**src/rtl/reset_sequencer.sv**
```systemverilog
// -----------------------------------------------------------------------------
// reset_sequencer
//
// Reset controller that gathers an asynchronous, possibly bouncing board reset
// request and a synchronous software reset pulse. It holds every reset domain
// asserted for a minimum time after the last request, then releases the domain
// resets one at a time (bit 0 first) with a fixed stagger. It also keeps a
// saturating count of accepted reset events.
//
// Ports:
//   clk           in   system clock
//   reset_n       in   asynchronous active-low reset (deasserts synchronously)
//   hit_reset     in   asynchronous level reset request, active high, may bounce
//   sw_reset      in   synchronous single-cycle reset request, active high
//   reset_n_out   out  [NUM_OUT] sequenced active-low domain resets, thermometer
//   all_released  out  high when every reset_n_out bit is 1
//   busy          out  high whenever the sequencer is not in RUN
//   reset_count   out  [8] accepted reset events since reset_n, saturating
// -----------------------------------------------------------------------------
module reset_sequencer #(
   parameter int unsigned NUM_OUT         = 2,
   parameter int unsigned SYNC_STAGES     = 2,
   parameter int unsigned DEBOUNCE_CYCLES = 4,
   parameter int unsigned HOLD_CYCLES     = 8,
   parameter int unsigned STAGGER_CYCLES  = 4,
   parameter int unsigned CNT_W           = 16
) (
   input  logic               clk,
   input  logic               reset_n,
   input  logic               hit_reset,
   input  logic               sw_reset,
   output logic [NUM_OUT-1:0] reset_n_out,
   output logic               all_released,
   output logic               busy,
   output logic [7:0]         reset_count
);

   localparam int unsigned DEB_W   = $clog2(DEBOUNCE_CYCLES + 1);
   localparam int unsigned IDX_W   = (NUM_OUT > 1) ? $clog2(NUM_OUT) : 1;
   localparam int unsigned COUNT_W = 8;

   typedef enum logic [1:0] {
      ST_HOLD    = 2'd0,
      ST_RELEASE = 2'd1,
      ST_RUN     = 2'd2
   } state_e;

   // ---------------------------------------------------------------------------
   // Registers
   // ---------------------------------------------------------------------------
   logic [SYNC_STAGES-1:0] sync_q, sync_d;
   logic [DEB_W-1:0]       deb_q, deb_d;
   state_e                 state_q, state_d;
   logic [CNT_W-1:0]       hold_q, hold_d;
   logic [CNT_W-1:0]       stag_q, stag_d;
   logic [IDX_W-1:0]       idx_q, idx_d;
   logic [NUM_OUT-1:0]     out_q, out_d;
   logic                   all_rel_q, all_rel_d;
   logic                   busy_q, busy_d;
   logic [COUNT_W-1:0]     count_q, count_d;

   logic                   sync_s;
   logic                   req_lvl;
   logic                   req;
   logic [IDX_W-1:0]       next_idx;

   // ---------------------------------------------------------------------------
   // Synchroniser for the asynchronous hit_reset request
   // ---------------------------------------------------------------------------
   always_comb begin
      sync_d = {sync_q[SYNC_STAGES-2:0], hit_reset};
   end

   assign sync_s = sync_q[SYNC_STAGES-1];

   // ---------------------------------------------------------------------------
   // Debounce: count consecutive synchronised-high cycles, saturating
   // ---------------------------------------------------------------------------
   always_comb begin
      deb_d = deb_q;
      if (!sync_s) begin
         deb_d = '0;
      end else if (deb_q != DEB_W'(DEBOUNCE_CYCLES)) begin
         deb_d = deb_q + DEB_W'(1);
      end
   end

   assign req_lvl = (deb_q == DEB_W'(DEBOUNCE_CYCLES));
   assign req     = req_lvl | sw_reset;

   // ---------------------------------------------------------------------------
   // Sequencer next-state and registered outputs
   // ---------------------------------------------------------------------------
   always_comb begin
      state_d   = state_q;
      hold_d    = hold_q;
      stag_d    = stag_q;
      idx_d     = idx_q;
      out_d     = out_q;
      all_rel_d = all_rel_q;
      busy_d    = busy_q;
      count_d   = count_q;
      next_idx  = idx_q + IDX_W'(1);

      case (state_q)
         ST_HOLD: begin
            out_d     = '0;
            all_rel_d = 1'b0;
            busy_d    = 1'b1;
            // A request while already holding only restarts the hold window.
            if (req) begin
               hold_d = '0;
            end else if (hold_q == CNT_W'(HOLD_CYCLES - 1)) begin
               out_d  = NUM_OUT'(1);
               stag_d = '0;
               idx_d  = '0;
               if (NUM_OUT == 1) begin
                  state_d   = ST_RUN;
                  all_rel_d = 1'b1;
                  busy_d    = 1'b0;
               end else begin
                  state_d = ST_RELEASE;
               end
            end else begin
               hold_d = hold_q + CNT_W'(1);
            end
         end

         ST_RELEASE: begin
            if (req) begin
               // Abort drops every already-released domain together.
               state_d   = ST_HOLD;
               out_d     = '0;
               all_rel_d = 1'b0;
               busy_d    = 1'b1;
               hold_d    = '0;
               if (count_q != '1) count_d = count_q + COUNT_W'(1);
            end else if (stag_q == CNT_W'(STAGGER_CYCLES - 1)) begin
               stag_d = '0;
               idx_d  = next_idx;
               // Release exactly one more bit; keeps the thermometer shape.
               for (int unsigned i = 0; i < NUM_OUT; i++) begin
                  if (32'(next_idx) == i) out_d[i] = 1'b1;
               end
               if (32'(next_idx) == NUM_OUT - 1) begin
                  state_d   = ST_RUN;
                  all_rel_d = 1'b1;
                  busy_d    = 1'b0;
               end
            end else begin
               stag_d = stag_q + CNT_W'(1);
            end
         end

         ST_RUN: begin
            if (req) begin
               state_d   = ST_HOLD;
               out_d     = '0;
               all_rel_d = 1'b0;
               busy_d    = 1'b1;
               hold_d    = '0;
               if (count_q != '1) count_d = count_q + COUNT_W'(1);
            end else begin
               out_d     = '1;
               all_rel_d = 1'b1;
               busy_d    = 1'b0;
            end
         end

         default: begin
            state_d   = ST_HOLD;
            out_d     = '0;
            all_rel_d = 1'b0;
            busy_d    = 1'b1;
            hold_d    = '0;
         end
      endcase
   end

   // ---------------------------------------------------------------------------
   // State register
   // ---------------------------------------------------------------------------
   always_ff @(posedge clk or negedge reset_n) begin
      if (!reset_n) begin
         sync_q    <= '0;
         deb_q     <= '0;
         state_q   <= ST_HOLD;
         hold_q    <= '0;
         stag_q    <= '0;
         idx_q     <= '0;
         out_q     <= '0;
         all_rel_q <= 1'b0;
         busy_q    <= 1'b1;
         count_q   <= '0;
      end else begin
         sync_q    <= sync_d;
         deb_q     <= deb_d;
         state_q   <= state_d;
         hold_q    <= hold_d;
         stag_q    <= stag_d;
         idx_q     <= idx_d;
         out_q     <= out_d;
         all_rel_q <= all_rel_d;
         busy_q    <= busy_d;
         count_q   <= count_d;
      end
   end

   assign reset_n_out  = out_q;
   assign all_released = all_rel_q;
   assign busy         = busy_q;
   assign reset_count  = count_q;

endmodule

```
**config.mk**
```make
export PLATFORM = sky130hd
export DESIGN_NAME = reset_sequencer
export DESIGN_NICKNAME = d
export VERILOG_FILES = /design/src/rtl/reset_sequencer.sv
export SDC_FILE = /design/constraint.sdc
export NUM_CORES = 1
export LEC_CHECK = 0
export BUFFER_PORTS_ARGS = -buffer_cell sky130_fd_sc_hd__buf_2
export CORE_ASPECT_RATIO = 0.6
export CORE_MARGIN = 8
export CORE_UTILIZATION = 49
export CTS_CLUSTER_SIZE = 8
export DETAILED_ROUTE_END_ITERATION = 12
export PLACE_DENSITY = 0.71
export SYNTH_ARGS = -nofsm -noshare
export SYNTH_HDL_FRONTEND = slang
export SYNTH_SLANG_ARGS = --single-unit
```
**constraint.sdc**
```tcl
create_clock -name clk -period 2.52 [get_ports clk]
set_input_delay 0.378 -clock clk [delete_from_list [all_inputs] [get_ports clk]]
set_output_delay 0.378 -clock clk [all_outputs]
set_load 0.02 [all_outputs]
```
# Word-level counts from Yosys, hierarchy flattened
# Cells that the tools add are included.
[word_totals]
regBits = 52
input_bits = 4
output_inout_bits = 12
word_cells = 85
[op_classes]
addsub = 5
eq_ne = 18
n_mux = 40
bitwise = 1
reduce_logical = 10
[op_table]
columns = ["op", "n"]
rows = [
  ["16-bit 2-to-1 mux", 7],
  ["16-bit case mux with 2 select lines", 2],
  ["16-bit by 1-bit adder with 16-bit output (second input constant)", 2],
  ["2-bit 2-to-1 mux", 9],
  ["16-bit by 2-bit == test with 1-bit output (second input constant)", 1],
  ["16-bit by 3-bit == test with 1-bit output (second input constant)", 1],
  ["1-bit 2-to-1 mux", 15],
  ["3-bit != test (second input constant)", 5],
  ["2-bit case mux with 3 select lines", 2],
  ["2-bit != test (second input constant)", 5],
  ["5-bit AND reduction", 2],
  ["8-bit by 1-bit adder with 8-bit output (second input constant)", 1],
  ["8-bit != test (second input constant)", 1],
  ["3-bit 2-to-1 mux", 2],
  ["1-bit case mux with 2 select lines", 3],
  ["2-bit AND reduction", 3],
  ["2-bit by 1-bit != test with 1-bit output (second input constant)", 2],
  ["4-bit AND reduction", 1],
  ["3-bit by 1-bit adder with 3-bit output (second input constant)", 1],
  ["3-bit == test (second input constant)", 1],
  ["3-bit AND reduction", 1],
  ["2-bit by 1-bit == test with 1-bit output (second input constant)", 1],
  ["2-bit == test (second input constant)", 1],
  ["2-bit logical NOT", 1],
  ["other kinds (4)", 4],
]

# Longest topological paths before layout
[depth]
ltp_word = 5
depth_mapped = 8
depth_no_buf = 7

# Worst setup path before layout
# No wires, ideal clock.
[synth_path]
path_type = "flip-flop to flip-flop"
start = "register deb_q[0]"
end = "register stag_q[11]"
setup_time_ps = 121
t_arrival_ps = 1904
t_required_ps = 2399
slack_ps = 495
path_stages_with_launch = 9
path_buffers = 1
synth_period_minus_slack_ps = 2025
path_cell_list = "dfrtp_1 inv_1 ha_1 a21oi_2 nand2_1 clkbuf_1 o22ai_1 o21ai_0 a22o_1"
[synth_via]
elab_chain_cells = 4
word_cells_on_any_way = 5
classes_between = "eq/ne: 3; bitwise: 1; reduce/logical: 1"
[synth_lines]
columns = ["element", "line", "rtl"]
rows = [
  ["start: declaration", "52", "logic [DEB_W-1:0] deb_q, deb_d;"],
  ["start signal: assignment", "186", "deb_q <= '0;"],
  ["start signal: assignment", "197", "deb_q <= deb_d;"],
  ["3-bit == test *", "88", "assign req_lvl = (deb_q == DEB_W'(DEBOUNCE_CYCLES));"],
  ["1-bit bitwise OR *", "89", "assign req = req_lvl | sw_reset;"],
  ["2-bit != test (no source line)", "n/a", ""],
  ["4-bit AND reduction (no source line) *", "n/a", ""],
  ["end signal: assignment", "200", "stag_q <= stag_d;"],
  ["end: declaration", "55", "logic [CNT_W-1:0] stag_q, stag_d;"],
]
# Mark *: on every way between the ends. The rest lies on a longest branch, timed or not.
# A chain may end at the register's enable or synchronous reset.

# Worst setup path after layout
[layout_path]
start = "register deb_q[0]"
end = "register stag_q[15]"
# The elaborated chain is that of the path after synthesis.

==> metrics <==
status=finished clean; Worst slew margin=45.1%; leading post-synthesis cells by cell area=dfrtp_1 45%, o21ai_0 4.1%, ha_1 4.0%, nand3_1 3.9%, nand2_1 3.8%; RSZ-0062 raised after global routing=false; Vias/cell=5.74; pwr dens=661 mW/mm^2; pin slew with the least headroom to its limit=0.802 ns; Avg Cell Area, Syn=9.66 um^2; Max Cap Viol=0; Critical Path RT=2.76 ns; clock-pin slew on the worst setup and hold paths=0.10 ns; met2 Usage GRT=20.9%; via count=2292; placed insts=390; die width=114 um; die area=0.00854 mm^2; post-synthesis cell area=0.00283 mm^2; Sw Ratio=32.9%; Core Box Area=0.00557 mm^2; total routed wirelength=6270 um; filler instances=506; Yosys top cell by area=dfrtp_1; Final min period=2.30 ns; most instantiated cells after synthesis=51 x dfrtp_1, 29 x nand2_1, 26 x nor2_1; CTS tree=yes; Synth Net Count=306; top-count cell post-synth=dfrtp_1; clock buffer depth=2; FMAX=435 MHz; postcts setup bufs=0; post-route antenna net violation count=0; layout cells sized above 1=15.7%; Worst Hold Class=input port to flop; vias in the first global route=2106; Sequential Power Share=48.4%; Ys Warns=0; DR iter-0 viols=162; Post-synth EDFFs=0; final setup fails=0; flops & latches, synth=52; count of different cell masters after synthesis=56; first-pass GRT wire length=10800 um; Final Skew=0.00900 ns; Diodes inserted=0; met1 Resource Use GR=24.5%; post-synthesis async set-or-reset flop share=100%; # DRC=0; Leakage=1.36 nW; gr usage total=16.0%; IO Port Bufs=15; largest net degree at the start of global routing=22; Fin. Hold Viols=0; clock power share=27.8%; Clock Tree Root=clkbuf_8; r2r setup slk=0.22 ns; IR Drop Worst-Case VDD=0.393 mV; I/O pin count=16; total CTS buffers=5; Starting Density=50.8%; max-slew violations=0; Most Crowded Layer GR=met1; Sink Count=52; P_sw=0.000683 W; Setup TNS=0 ns; Critical Path AT=2.54 ns; Post-DP HPWL=4660 um; final hold slack=0.167 ns; placement row count=21; GR met3 Demand/Resource=4.08%; Synth top area share=45.1%; ys flop type=dfrtp_1; Critical Path End Type=flop; H-tree depth=2; fin cells=399; CP Max Fanout=12; sequential share of the synthesized area=46.0%; gpl congestion=0.866; area growth from synthesis to layout=11.1%; fin nets=331; combinational share of power=23.9%; 1st-pass router iterations=4; Die Y=74.9 um; Clk Latency, worst-skew pair=0.31 ns; Setup Crit Path Kind=flop to flop; Overflow after GRT=0; DR WL/cell=15.7 um; period utilization=91.2%; initial antenna violation count=0; Internal Power=0.00139 W; crit path launch type=flop; Mapped Cells=293
critical path, stage by stage, from the launching register on:
cell     delay [ns]
dfrtp_1        0.36
inv_1          0.07
ha_1           0.27
a21oi_4        0.34
nand2_1        0.20
o22a_2         0.36
or4_1          0.53
nand3_1        0.10
kinds of logic after synthesis:
kind of cell | Yosys count | share of synthesized area (%)
AOI/OAI and AO/OA | 69 | 16.0
xor gates and xnor gates | 14 | 4.33
adders and majority gates | 9 | 3.98
buffers and inverters | 19 | 3.67
DFF | 52 | 46.0
muxes | 3 | 1.19
and+or+nand+nor | 127 | 24.8
cells in the final DEF (no fill, tap or decap), types with 3 or more instances in the layout:
cell      Yosys  layout
dfrtp_1      51      51
nand2_1      29      29
nor2_1       26      26
o21ai_0      23      23
nand3_1      22      22
buf_2         1      15
inv_1        12      12
a21oi_1      10      10
a22o_1       10      10
xor2_1        9       9
ha_1          9       9
buf_4         0       9
nor3_1        7       7
xnor2_1       5       5
nand4_1       5       5
o211ai_1      5       5
clkbuf_8      0       5
and2_1        4       4
nor4_1        4       4
or3_1         4       4
mux2_2        3       3
a21o_1        3       3
o31ai_1       3       3
layer usage:
metal | routed length (um) | up-vias | share of wire [%]
met5 | 0 | - | 0
met4 | 42 | 0 | 0.67
met3 | 546 | 4 | 8.7
met2 | 2400 | 70 | 38
met1 | 3290 | 1101 | 52
li1 | - | 1117 | -
path summary, 6_finish.rpt:
path,startpoint,to,cells after the start
max in group asynchronous,reset_n,reset_count[3],3
min reg2reg,sync_q[0],sync_q[1],0
min in group asynchronous,reset_n,all_released,2
max reg2reg,deb_q[0],stag_q[15],7
min,hit_reset,sync_q[0],1
max,deb_q[0],stag_q[15],7
power groups by stage:
stage	Combinational, W	Clock (W)	Sequential (W)
finish	0.000495	0.000577	0.00100
global placement	0.000483	0	0.00101
floorplan	0.000307	0	0.00104
global route	0.000559	0.000626	0.00102
CTS	0.000494	0.000591	0.00100
detailed placement	0.000492	0	0.00102
timing repair:
action | 4_1_cts | 5_1_grt
hold buffers | 1 | 0
endpoints found under the hold margin | 4 | 0
endpoints found under the setup margin | 0 | 3
gates resized for setup | 0 | 1
final cells by class:
cell class	count	area, um^2	area share, %
Multi-Input combinational cell	222	1430	45.5
Tap cell	80	100	3.18
Clock buffer	5	68.8	2.19
Timing Repair Buffer	25	153	4.86
Inverter	12	45.0	1.43
Sequential cell	52	1300	41.4
Clock inverter	3	42.5	1.35
sequential cells by signal, indices dropped and copies added, names as in the netlist, 2 cells and up:
register / flops
stag_q: 16
sync_q: 2
reset_count: 8
deb_q: 3
reset_n_out: 2
hold_q: 16
state_q: 2
stage by stage:
stage | total power [W] | setup slack (ns) | util, % | cell area (um^2)
CTS | 0.00209 | 0.112 | 56.3 | 3140
floorplan | 0.00134 | 0.495 | - | 2830
detailed placement | 0.00151 | 0.145 | 54.1 | 3010
finish | 0.00208 | 0.223 | 56.4 | 3140
global route | 0.00220 | 0.0458 | 56.4 | 3140
global placement | 0.00150 | 0.258 | 54.1 | 3010
(Power assumes the default switching activity.)
